[src/rtl/div_if.sv]
// Request/response bundle between EX and the iterative divider.
// master = EX side, slave = divider side.
interface div_if #(
  parameter int WIDTH = 32
);
  logic             in_valid;
  logic             in_ready;
  logic [1:0]       op;
  logic [WIDTH-1:0] src1;
  logic [WIDTH-1:0] src2;
  logic [4:0]       rd;
  logic             flush;
  logic             out_valid;
  logic             out_ready;
  logic [WIDTH-1:0] result;
  logic [4:0]       out_rd;
  logic             busy;
  logic [4:0]       busy_rd;

  modport master (
    output in_valid, op, src1, src2, rd, flush, out_ready,
    input  in_ready, out_valid, result, out_rd, busy, busy_rd
  );

  modport slave (
    input  in_valid, op, src1, src2, rd, flush, out_ready,
    output in_ready, out_valid, result, out_rd, busy, busy_rd
  );
endinterface

[src/rtl/div_ctrl.sv]
// Iterative restoring divider for div.w/mod.w/div.wu/mod.wu: magnitudes are
// divided one quotient bit per cycle; signs are restored combinationally in DONE.
module div_ctrl #(
  parameter int WIDTH = 32,
  parameter int ITER  = 32
) (
  input  logic  clk,
  input  logic  resetn,
  div_if.slave  bus
);
  localparam int CW = $clog2(ITER);

  typedef enum logic [1:0] {S_IDLE, S_CALC, S_DONE} state_t;

  state_t           r_state, w_next;
  logic [CW-1:0]    r_cnt;
  logic             r_sel_rem;
  logic [4:0]       r_rd;
  logic             r_qneg, r_rneg, r_dz;
  logic [WIDTH-1:0] r_dvd, r_dvs, r_rem;

  logic                    w_accept, w_dz, w_s1neg, w_s2neg, w_qbit;
  logic signed [WIDTH-1:0] w_src1_s, w_src2_s;
  logic [WIDTH:0]          w_shift, w_diff;
  logic [WIDTH-1:0]        w_quo, w_rmd;

  function automatic logic [WIDTH-1:0] f_neg_if(input logic neg, input logic [WIDTH-1:0] v);
    return neg ? -v : v;
  endfunction

  assign w_src1_s = bus.src1;
  assign w_src2_s = bus.src2;
  assign w_dz     = (bus.src2 == '0);
  assign w_s1neg  = ~bus.op[1] & (w_src1_s < 0);
  assign w_s2neg  = ~bus.op[1] & (w_src2_s < 0);
  assign w_accept = bus.in_valid & (r_state == S_IDLE) & ~bus.flush;

  // Restoring step: a clear borrow bit means the shifted remainder covers the divisor.
  assign w_shift = {r_rem, r_dvd[WIDTH-1]};
  assign w_diff  = w_shift - {1'b0, r_dvs};
  assign w_qbit  = ~w_diff[WIDTH];

  always_ff @(posedge clk or negedge resetn) begin
    if (!resetn) begin
      r_state <= S_IDLE;
    end else begin
      r_state <= w_next;
    end
  end

  always_comb begin
    w_next        = r_state;
    bus.in_ready  = 1'b0;
    bus.out_valid = 1'b0;
    bus.busy      = 1'b1;
    unique case (r_state)
      S_IDLE: begin
        bus.in_ready = 1'b1;
        bus.busy     = 1'b0;
        if (w_accept) w_next = w_dz ? S_DONE : S_CALC;
      end
      S_CALC: begin
        if (r_cnt == CW'(ITER - 1)) w_next = S_DONE;
      end
      S_DONE: begin
        bus.out_valid = ~bus.flush;
        if (bus.out_ready) w_next = S_IDLE;
      end
      default: w_next = S_IDLE;
    endcase
    if (bus.flush) w_next = S_IDLE;
  end

  always_ff @(posedge clk or negedge resetn) begin
    if (!resetn) begin
      r_cnt     <= '0;
      r_sel_rem <= 1'b0;
      r_rd      <= '0;
      r_qneg    <= 1'b0;
      r_rneg    <= 1'b0;
      r_dz      <= 1'b0;
      r_dvd     <= '0;
      r_dvs     <= '0;
      r_rem     <= '0;
    end else if (w_accept) begin
      r_cnt     <= '0;
      r_sel_rem <= bus.op[0];
      r_rd      <= bus.rd;
      r_qneg    <= w_s1neg ^ w_s2neg;
      r_rneg    <= w_s1neg;
      r_dz      <= w_dz;
      // A zero divisor returns the raw dividend as remainder, so skip sign stripping.
      r_dvd     <= w_dz ? bus.src1 : f_neg_if(w_s1neg, bus.src1);
      r_dvs     <= f_neg_if(w_s2neg, bus.src2);
      r_rem     <= '0;
    end else if (r_state == S_CALC) begin
      r_cnt <= r_cnt + 1'b1;
      r_rem <= w_qbit ? w_diff[WIDTH-1:0] : w_shift[WIDTH-1:0];
      r_dvd <= {r_dvd[WIDTH-2:0], w_qbit};
    end
  end

  assign w_quo = r_dz ? '1    : f_neg_if(r_qneg, r_dvd);
  assign w_rmd = r_dz ? r_dvd : f_neg_if(r_rneg, r_rem);

  assign bus.result  = (r_state == S_DONE) ? (r_sel_rem ? w_rmd : w_quo) : '0;
  assign bus.out_rd  = (r_state == S_DONE) ? r_rd : '0;
  assign bus.busy_rd = r_rd;
endmodule

[src/flat_wrapper.sv]
// flat-port wrapper written by rule: the top's interface ports become plain ports
module div_ctrl_flat 
#(
  parameter int WIDTH = 32,
  parameter int ITER  = 32
)
  (clk, resetn, bus_in_valid, bus_op, bus_src1, bus_src2, bus_rd, bus_flush, bus_out_ready, bus_in_ready, bus_out_valid, bus_result, bus_out_rd, bus_busy, bus_busy_rd);
  div_if #(.WIDTH(WIDTH)) bus_i ();
  input  logic clk;
  input  logic resetn;
  input wire logic [$bits(bus_i.in_valid)-1:0] bus_in_valid;
  input wire logic [$bits(bus_i.op)-1:0] bus_op;
  input wire logic [$bits(bus_i.src1)-1:0] bus_src1;
  input wire logic [$bits(bus_i.src2)-1:0] bus_src2;
  input wire logic [$bits(bus_i.rd)-1:0] bus_rd;
  input wire logic [$bits(bus_i.flush)-1:0] bus_flush;
  input wire logic [$bits(bus_i.out_ready)-1:0] bus_out_ready;
  output wire logic [$bits(bus_i.in_ready)-1:0] bus_in_ready;
  output wire logic [$bits(bus_i.out_valid)-1:0] bus_out_valid;
  output wire logic [$bits(bus_i.result)-1:0] bus_result;
  output wire logic [$bits(bus_i.out_rd)-1:0] bus_out_rd;
  output wire logic [$bits(bus_i.busy)-1:0] bus_busy;
  output wire logic [$bits(bus_i.busy_rd)-1:0] bus_busy_rd;
  assign bus_i.in_valid = bus_in_valid;
  assign bus_i.op = bus_op;
  assign bus_i.src1 = bus_src1;
  assign bus_i.src2 = bus_src2;
  assign bus_i.rd = bus_rd;
  assign bus_i.flush = bus_flush;
  assign bus_i.out_ready = bus_out_ready;
  assign bus_in_ready = bus_i.in_ready;
  assign bus_out_valid = bus_i.out_valid;
  assign bus_result = bus_i.result;
  assign bus_out_rd = bus_i.out_rd;
  assign bus_busy = bus_i.busy;
  assign bus_busy_rd = bus_i.busy_rd;
  div_ctrl #(.WIDTH(WIDTH), .ITER(ITER)) u_core (.clk(clk), .resetn(resetn), .bus(bus_i));
endmodule
[config.mk]
export PLATFORM = sky130hd
export DESIGN_NAME = div_ctrl_flat
export DESIGN_NICKNAME = d
export VERILOG_FILES = /design/src/rtl/div_if.sv /design/src/rtl/div_ctrl.sv /design/src/flat_wrapper.sv
export SDC_FILE = /design/constraint.sdc
export NUM_CORES = 1
export LEC_CHECK = 0
export CAP_MARGIN = 20
export CORE_ASPECT_RATIO = 1.2
export CORE_MARGIN = 3
export CORE_UTILIZATION = 58
export DETAILED_ROUTE_END_ITERATION = 12
export PLACE_DENSITY = 0.83
export SETUP_SLACK_MARGIN = 0.5
export SLEW_MARGIN = 30
export SYNTH_ARGS = -nofsm -noshare
export SYNTH_HDL_FRONTEND = slang
export SYNTH_SLANG_ARGS = --single-unit
[constraint.sdc]
create_clock -name clk -period 4.7 [get_ports clk]
set_input_delay 1.175 -clock clk [delete_from_list [all_inputs] [get_ports clk]]
set_output_delay 1.175 -clock clk [all_outputs]
set_load 0.01 [all_outputs]
==> summary by stage <==
GRT
For met1 alone, demand over resource in global routing was 0.397. The number of antenna violations at the first check in global routing came to 0. In the global route stage, overall resource usage came out at 0.300. The met3 usage is 0.0394. The wire length of the first global-routing pass is 46,900 microns. For this run, global-route usage on met2 was measured as 0.513. Entering global routing, the biggest net connects 131 pins. The total overflow left after global routing is 0. In this run the most used layer during global routing was met2.

The via count of the first global-routing pass was approximately 9,600.

Hold path
Counting instances, the worst hold path has a depth of 2. The worst hold-check path type is reg2reg.

Timing
Counting I/O delays and the setup requirement, the final critical path takes 4.58 ns. Setup repair after global routing could not meet its margin everywhere. The largest clock skew in the final design is 0.00865 ns. For this run, the top clock speed supported by timing is 0.219 GHz.

The final count of pins violating max slew is 0. Hold timing on the final database bottoms out at a slack of 0.480 ns. The final count of hold timing violations was 0. At the pin with the least slew margin, the transition time is 0.961 ns. The worst max-slew margin expressed relative to the limit is 0.358. Setup violations remaining at the end of the flow were counted as 0. The share of the clock period used by the worst path after layout is 0.974.

Routing
In this run, the number of DRC markers left after iteration 0 of detailed routing was 1,257. The first TritonRoute pass finished after 6 iterations. Summed over all layers, the routed wires come to 29,700 microns. The detailed router placed 10,500 vias in this run. The final routed DRC violation total is 0. The number of antenna-violating nets in the routed design is 0. Using the TritonRoute via totals, the vias-per-cell ratio works out to 6.49. The average wire length per cell after detail routing is 18.4 microns.

Layout
The most frequent standard cell in the layout excluding fill and tap cells is nand2_1. The synthesis-to-layout area growth is 25.5%. The number of nets in the layout is 1,514.

The number of diodes is 0. Counting the fill cells in the layout gives 1,228. The end-of-flow core utilization is 0.751. Of the cells placed in the final design, the portion with a size suffix greater than 1 is 0.147.

The library cells used most frequently in the layout, excluding fill and tap cells, are nand2_1 (134), o21ai_0 (133), a21oi_1 (114).

Worst setup path
The type of the worst setup path is reg2out. The number of cells on the worst reg-to-reg path is 12. Data arrives at the worst endpoint at ~3.4 ns. At the worst endpoint, the required time is ~3.5 ns. Walking the worst path, the cells encountered are or4_1 > nor2_1 > nand3_4 > or4_4 > o31ai_4 > xor2_2 > a2111oi_4 > buf_2.

The largest driver fanout on the critical path is 5. The slowest cell on the critical path is or4_4. The total buffers and inverters traversed by the critical path is 1. The endpoint type of the worst setup path is a primary output. In this run the number of cells on the critical path is 8. STA classifies the critical path startpoint as a register.

For this run, the slowest stage of the critical path takes 0.60 ns. In this design, the largest share of critical-path delay is due to simple AND/OR/NAND/NOR gates.

Clock network
The clock tree from TritonCTS is built. At the later pin of the worst-skew pair, clock insertion delay measures approximately 0.37 ns. The clock-pin transition on the worst setup and hold timing paths is 0.08 ns. The number of sinks driven by the clock tree is 112. Counting along the longest clock path gives a buffer depth of 2. The total CTS buffers is 9. The H-tree depth is 3. Buffers inserted to repair hold after CTS numbered 0. The cell sitting at the root of the clock tree is a clkbuf_16.

Die
In this run the count of I/O pins placed on the die edge is 121. The die footprint is 18,600 sq um. The floorplan has 51 rows. Measured along the y axis, the die boundary spans 149 microns. The core region is 16,500 sq um.

The initial utilization of the core area, before any placement, comes to 0.598. From left edge to right edge, the die measures 125 microns.

Logic synthesis
The area fraction in and, or, nand and nor cells after synthesis is 0.207. For this run, the leading register cell type out of synthesis is dfrtp_1. The adder and majority gate portion of the synthesized area is 0.0503. The distinct cell type count of the synthesized netlist is 65.

The synthesized design contains 112 register bits. By area, the combinational part of the netlist is dominated by compound AO/OA/AOI/OAI gates. Counting every net in the synthesized netlist gives 1,381. The average size of a mapped cell is 7.78 sq um. The synthesized netlist occupies a cell area of 9850 sq um.

The instance count of the mapped netlist is 1,266. Of the post-synthesis cell area, the part taken by muxes is 0.0183. For this run, the register share of the synthesized area comes to 0.285. In the synthesized netlist the async set-or-reset flop fraction comes to 1.00. The complex-gate fraction of the synthesized area is 0.287.

The area share of xor/xnor cells in the synthesized design is 0.102. The number of enable flip-flop cells after synthesis is 0. Yosys printed 0 warnings.

Placement
Buffers placed on the I/O ports in this run total 120. The last weighted congestion value of the routability-driven placer is 0.935. After legalization and detailed placement, the total HPWL measured approximately 21,000 microns.

Power and ir drop
In this run the power density over the cells is between 500 and 600 nW/um^2. The highest ir drop seen on vdd is roughly 0.31 mV. The leakage dissipation is 5.13 nW.

Run status
The run finished with clean final reports.

Job
The max-cap violation count is 0.
## synthesized netlist by cell type, types with 31 or more instances
cell      number  area [sq um]
dfrtp_1      112          2800
ha_1          38           475
clkbuf_1      76           285
nor2_1        67           251
nand3_1       31           155
o31ai_1       32           240
nand2_1      136           510
o21ai_0      138           691
xor2_1        79           692
a22oi_1       33           248
inv_1         52           195
xnor2_1       36           315
a21oi_1      115           576
## logic make-up after synthesis
logic type / after synthesis
compound gates: 445
simple gates: 403
buf+inv: 134
xor+xnor: 115
flops: 112
fa+ha+maj: 39
mux: 18
## worst register-to-register path, delay by kind of cell, from the launching register on
kind / cells / cell delay (ns)
adder cells (fa/ha/maj): 2 / 0.65
AND/OR/NAND/NOR: 2 / 0.65
flip-flops: 1 / 0.42
buffers and inverters: 2 / 0.39
AO/OA/AOI/OAI: 6 / 1.39
## path summary, 6_finish.rpt
check | start | slack, ns | to
worst max-delay path | u_core.r_rem[17] | 0.12 | bus_result[28]
worst min-delay path | u_core.r_dvs[2] | 0.48 | u_core.r_dvs[2]
worst max register to register | u_core.r_dvd[31] | 1.12 | u_core.r_rem[13]
worst min register to register | u_core.r_dvs[2] | 0.48 | u_core.r_dvs[2]
max in group asynchronous | resetn | 2.98 | u_core.r_rneg
min in group asynchronous | resetn | 0.83 | u_core.r_dvd[3]
## flip-flops by register name, summed over array words and instances (netlist names)
name / flops
u_core.r_rneg: 1
u_core.bus.busy_rd: 5
u_core.r_sel_rem: 1
u_core.r_dvs: 32
u_core.r_rem: 32
u_core.r_dz: 1
u_core.r_state: 2
u_core.r_qneg: 1
u_core.r_dvd: 32
u_core.r_cnt: 5
## power breakdown
part | switching (W) | internal (W) | total [W]
clock | 0.000396 | 0.000426 | 0.000822
sequential | 0.000389 | 0.00123 | 0.00162
combinational | 0.00223 | 0.00166 | 0.00389
total | 0.00302 | 0.00331 | 0.00633
## per-layer routing
layer | wire, microns | part of all wire
met1 | 12200 | 0.41
met2 | 14100 | 0.48
met3 | 2210 | 0.074
met4 | 1090 | 0.037
met5 | 0 | 0
## stage by stage
stage	setup TNS, ns	worst slack, ns	total power (W)	cell area, sq um	std cells
after global placement	-0.0735	-0.0735	0.00500	11500	1580
after detailed placement	-0.0675	-0.0675	0.00511	11500	1580
final	0	0.124	0.00633	12400	1616
after CTS	-0.0684	-0.0532	0.00606	12000	1602
after global routing	0	0.0106	0.00680	12400	1616
after floorplan	0	0.543	0.00405	9860	1266
## layout make-up
cell class                 count  area, sq um  area share
multi-input combinational   1020         6970       0.564
sequential                   112         2810       0.227
timing repair buffer         204         1820       0.147
tap                          212          265      0.0215
clock buffer                   9          225      0.0182
inverter                      52          195      0.0158
clock inverter                 7         88.8     0.00718
## timing repair
item                                    4_1_cts  5_1_grt
endpoints found under the hold margin         0        0
pin swaps                                    14       25
buffers inserted                              6       14
resized for setup                            75       65
gates cloned                                  0        0
endpoints found under the setup margin       21       28
No activity file was read; power rests on OpenSTA's default activity.
